==> src/rtl/fft_frame_ctrl.sv <==
// Fills one FRAME_LEN-word frame into the FFT FIFO, then drains it onto a valid/ready stream with sof/eof.
// First m_valid 2 cycles after drain starts; m_ready stalls land in a 2-entry skid and throttle FIFO reads.
module fft_frame_ctrl #(
  parameter int DATA_W    = 36,
  parameter int CNT_W     = 10,
  parameter int FRAME_LEN = 512
) (
  input  logic              clk,
  input  logic              rst,
  input  logic              en,
  input  logic [DATA_W-1:0] fifo_dout,
  input  logic              fifo_full,
  input  logic              fifo_empty,
  input  logic [CNT_W-1:0]  fifo_dcount,
  output logic              fifo_wr_en,
  output logic              fifo_rd_en,
  output logic [DATA_W-1:0] m_data,
  output logic              m_valid,
  input  logic              m_ready,
  output logic              m_sof,
  output logic              m_eof,
  output logic [15:0]       frame_cnt,
  output logic              busy,
  output logic              err_ovf,
  output logic              err_unf
);

  localparam int RL_W = CNT_W + 1;
  localparam logic [CNT_W-1:0] LAST_IDX    = CNT_W'(FRAME_LEN - 1);
  localparam logic [RL_W-1:0]  FRAME_WORDS = RL_W'(FRAME_LEN);

  typedef enum logic [1:0] {IDLE, FILL, DRAIN} state_t;

  state_t state, state_nxt;

  logic [RL_W-1:0]              rd_left;
  logic                         rd_inflight;
  logic [1:0][DATA_W-1:0]       skid_mem;
  logic                         skid_wptr;
  logic                         skid_rptr;
  logic [1:0]                   skid_occ;
  logic [CNT_W-1:0]             out_idx;

  logic       pop;
  logic       push;
  logic       eof_xfer;
  logic       wr_en_nxt;
  logic       fill_ovf;
  logic       unf_hit;
  logic [2:0] pending;

  assign m_valid  = (skid_occ != 2'd0);
  assign m_data   = skid_mem[skid_rptr];
  assign m_sof    = m_valid && (out_idx == '0);
  assign m_eof    = m_valid && (out_idx == LAST_IDX);
  assign pop      = m_valid && m_ready;
  assign push     = rd_inflight;
  assign eof_xfer = pop && (out_idx == LAST_IDX);
  assign busy     = (state != IDLE);

  // The slot freed by this cycle's pop is counted, so reads can overlap pops at full rate.
  assign pending = 3'(skid_occ) + 3'(rd_inflight) - 3'(pop);

  always_ff @(posedge clk) begin
    if (!rst) begin
      state <= IDLE;
    end else begin
      state <= state_nxt;
    end
  end

  always_comb begin
    state_nxt  = state;
    wr_en_nxt  = 1'b0;
    fifo_rd_en = 1'b0;
    fill_ovf   = 1'b0;
    unf_hit    = 1'b0;
    case (state)
      IDLE: begin
        if (en) begin
          state_nxt = FILL;
          wr_en_nxt = 1'b1;
        end
      end
      FILL: begin
        wr_en_nxt = 1'b1;
        if (fifo_dcount == LAST_IDX) begin
          state_nxt = DRAIN;
          wr_en_nxt = 1'b0;
        end else if (fifo_full) begin
          state_nxt = DRAIN;
          wr_en_nxt = 1'b0;
          fill_ovf  = 1'b1;
        end
      end
      DRAIN: begin
        fifo_rd_en = (rd_left != '0) && !fifo_empty && (pending < 3'd2);
        unf_hit    = (rd_left != '0) && fifo_empty && (skid_occ == 2'd0) && !rd_inflight;
        if (eof_xfer) begin
          state_nxt = en ? FILL : IDLE;
          wr_en_nxt = en;
        end
      end
      default: state_nxt = IDLE;
    endcase
  end

  always_ff @(posedge clk) begin
    if (!rst) begin
      fifo_wr_en  <= 1'b0;
      rd_left     <= '0;
      rd_inflight <= 1'b0;
      skid_mem    <= '0;
      skid_wptr   <= 1'b0;
      skid_rptr   <= 1'b0;
      skid_occ    <= 2'd0;
      out_idx     <= '0;
      frame_cnt   <= 16'd0;
      err_ovf     <= 1'b0;
      err_unf     <= 1'b0;
    end else begin
      fifo_wr_en  <= wr_en_nxt;
      rd_inflight <= fifo_rd_en;

      if (state == FILL && state_nxt == DRAIN) begin
        rd_left <= FRAME_WORDS;
      end else if (fifo_rd_en) begin
        rd_left <= rd_left - RL_W'(1);
      end

      if (push) begin
        skid_mem[skid_wptr] <= fifo_dout;
        skid_wptr           <= ~skid_wptr;
      end
      if (pop) begin
        skid_rptr <= ~skid_rptr;
        out_idx   <= eof_xfer ? '0 : out_idx + CNT_W'(1);
      end
      skid_occ <= skid_occ + 2'(push) - 2'(pop);

      if (eof_xfer) begin
        frame_cnt <= frame_cnt + 16'd1;
      end
      if (fill_ovf) begin
        err_ovf <= 1'b1;
      end
      if (unf_hit) begin
        err_unf <= 1'b1;
      end
    end
  end

endmodule
==> config.mk <==
export PLATFORM = sky130hd
export DESIGN_NAME = fft_frame_ctrl
export DESIGN_NICKNAME = d
export VERILOG_FILES = /design/src/rtl/fft_frame_ctrl.sv
export SDC_FILE = /design/constraint.sdc
export NUM_CORES = 1
export LEC_CHECK = 0
export BUFFER_PORTS_ARGS = -buffer_cell sky130_fd_sc_hd__buf_2
export CAP_MARGIN = 25
export CORE_MARGIN = 2
export CORE_UTILIZATION = 58
export CTS_CLUSTER_DIAMETER = 120
export DETAILED_ROUTE_END_ITERATION = 8
export PLACE_DENSITY_LB_ADDON = 0.2
export SLEW_MARGIN = 20
export SYNTH_ARGS = -nofsm -noshare
export SYNTH_HDL_FRONTEND = slang
export SYNTH_SLANG_ARGS = --single-unit
==> constraint.sdc <==
create_clock -name clk -period 6.5 [get_ports clk]
set_input_delay 1.3 -clock clk [delete_from_list [all_inputs] [get_ports clk]]
set_output_delay 1.3 -clock clk [all_outputs]
set_load 0.01 [all_outputs]
==> reports/metrics.cfg <==
[outcome]
outcome=completed

[die]
start_util_pct=59.6
die_h_um=98.7
io_pins=112
core-area_mm2=0.00872
die_x_um=98.7
die_area_mm2=0.00974
rows=34

[synthesis]
yosysWarnings=0
ys.flop_type=dfxtp_1
async_flop_share_pct=0
ys_seq_elements=119
synth_cell_types=44
syn_area_mm2=0.00520
synth_edf_count=0
synth_nets=690
syn_area_per_cell_um2=8.25
synth_cells=630
ys_seq_area_share_pct=45.8

[layout]
seqCellArea_mm2=0.00238
drive_gt1_share_pct=26.6
final_cell_count_no_fill=852
area_delta_synth_final_pct=23.7
n_fill_cell=690
multi_input_area_mm2=0.00261
fin_nets=790

[global_route]
grtUsageTotal_pct=26.0
grt_pass1_wl_mm=20.8
antenna_found_initial=1
gr-total-overflow=0
grt_max_degree=60
grt_pass1_vias=4727

[route]
num_vias=4806
ant_nets=0
drt_wl_total_mm=12.7
wire_per_inst_um=14.9
drc=0
post_drt_via_cell_ratio=5.64
first_pass_iters=5
drtIter0Drc=194

[power_and_ir_drop]
vdd_drop_max_mv=0.260
power.total_uw=1990
p_sw_uw=490
p_int_uw=1500
p_seq_share_pct=40.8
p_leak_uw=0.00257
p_sw_share_pct=24.6
power_frac_comb_pct=9.8
pwr-share-clk_pct=49.4
powerDensity_mw_per_mm2=309

[sta]
finalHoldViolations=0
whs_ps=451
drv_slew=0
setup_tns_ps=0
skew_ps=8.81
setup_viol=0
worst_pin_slew_ps=975
rsz0062_at_grt=false
period_needed_ps=5210
fmax_mhz=192
worst_slack_ps=1290
slew_headroom_pct=35.0
fin_crit_sh_pct=80.1

[setup_path]
end_kind=primary output
cp-start-kind=input pin
worstSetupPathType=in2out
worstPathMaxFanout=12
required_ps=5200
cp.arrival_ps=3910

[place]
dp_slack_ps=1270
portBuffers=111
hpwl_mm=8.15
placedCellCount=819
gp_congestion=0.876

[clock_tree]
cts_buffer_depth=2
cts_resized=0
clkTransAtPathRegs_ps=60
clockRootBuffer=clkbuf_8
cts_hold_repair.buffers=0
postCtsSetupBuffers=0
clock_latency_ps=500
htreeDepth=4
clock-sinks=119
cts_tree=yes
cts_buffers=17

[flow_run]
maxCapViolCount=0

[worst_hold_path]
hp-class=reg2reg

[flip-flops by register name, indices dropped and copies added (netlist names), 2 cells and up]
| signal | count |
|---|---|
| skid_mem | 72 |
| out_idx | 10 |
| skid_occ | 2 |
| frame_cnt | 16 |
| state | 2 |
| rd_left | 11 |
[critical path, stage by stage]
cell and delay (ps):
buf_2 120, o21ai_0 170, inv_1 220, ha_1 330, inv_1 40, ha_1 190, fa_1 460, nor4b_1 440
nand2_1 330, nor2_1 160, buf_2 140
[area by class of cell]
| type | count | share of cell area, % |
|---|---|---|
| Inverter | 18 | 1.05 |
| Tap cell | 108 | 2.10 |
| Clock buffer | 21 | 7.14 |
| Sequential cell | 119 | 37.0 |
| Multi-Input combinational cell | 457 | 40.6 |
| Antenna cell | 1 | 0.0389 |
| Clock inverter | 11 | 2.66 |
| Timing Repair Buffer | 117 | 9.33 |
[metal layers]
metal | global-route usage [%] | part of all wire [%]
met5 | 0 | 0
met4 | 9.27 | 1.7
met3 | 7.02 | 4.9
met2 | 47.2 | 51
met1 | 29.2 | 42
[power groups by stage]
| stage | clock network (uW) | registers (uW) | logic (uW) |
|---|---|---|---|
| after detailed placement | 0 | 824 | 194 |
| after CTS | 988 | 810 | 196 |
| after global routing | 1020 | 816 | 215 |
| after floorplan | 0 | 775 | 168 |
| after global placement | 0 | 824 | 186 |
| final | 982 | 810 | 195 |
[cell usage after synthesis, types with 2 or more instances]
library cell / count / area (um2)
or3_2: 3 / 22.5
inv_1: 17 / 63.8
nand3_1: 10 / 50.1
nand4b_1: 3 / 26.3
o21bai_1: 2 / 15.0
or3_1: 11 / 68.8
mux2_2: 36 / 405
nor3_1: 9 / 45.0
and3_1: 2 / 12.5
clkbuf_1: 30 / 113
or2_2: 3 / 18.8
xnor2_1: 9 / 78.8
o21a_1: 6 / 45.0
buf_1: 3 / 11.3
and4_1: 2 / 17.5
a21oi_1: 95 / 475
nand2b_1: 2 / 12.5
nand2_1: 165 / 619
or4_1: 14 / 105
and2_1: 3 / 18.8
xor2_1: 5 / 43.8
nor4_1: 8 / 50.1
nand4_1: 7 / 43.8
dfxtp_1: 119 / 2380
o31ai_1: 9 / 67.6
ha_1: 7 / 87.6
nor2_1: 21 / 78.8
o21ai_0: 12 / 60.1
buf_2: 2 / 10.0
[final timing paths]
| kind | from | end | slack, ps | cells past startpoint |
|---|---|---|---|---|
| worst max-delay path | m_ready | fifo_rd_en | 1290 | 11 |
| worst min-delay path | skid_mem[18]$_SDFFE_PN0P_ | skid_mem[18]$_SDFFE_PN0P_ | 450 | 2 |
| worst max register to register | skid_occ[1]$_SDFF_PN0_ | rd_left[8]$_SDFFE_PP0P_ | 2930 | 10 |
| worst min register to register | skid_mem[18]$_SDFFE_PN0P_ | skid_mem[18]$_SDFFE_PN0P_ | 450 | 2 |
[cells in the final DEF (no fill, tap or decap), types with 5 or more instances in the layout]
master,synthesis,routed
nand2_1,165,165
dfxtp_1,119,118
buf_2,2,111
a21oi_1,95,95
mux2_2,36,36
nor2_1,21,20
inv_1,17,17
clkbuf_16,0,16
or4_1,14,14
o21ai_0,12,12
or3_1,11,11
nand3_1,10,10
nor3_1,9,9
xnor2_1,9,9
o31ai_1,9,9
nor4_1,8,8
nand4_1,7,7
ha_1,7,7
o21a_1,6,6
buf_4,0,6
xor2_1,5,5
clkinvlp_4,0,5
[per-stage QoR]
step,area (um2),util [%]
2_1_floorplan,5200,-
3_3_place_gp,5800,66.5
3_5_place_dp,5800,66.5
4_1_cts,6430,73.7
5_1_grt,6430,73.7
6_report,6430,73.8
[kinds of logic after synthesis]
family,count (synthesis),synth area share [%]
AND/OR/NAND/NOR,268,24.1
AO/OA/AOI/OAI,130,13.7
flip-flops,119,45.8
buffers and inverters,54,3.97
multiplexers,37,7.99
XOR/XNOR,14,2.36
adder cells (fa/ha/maj),8,2.07
Note: power is estimated with default switching activity, not from simulation.
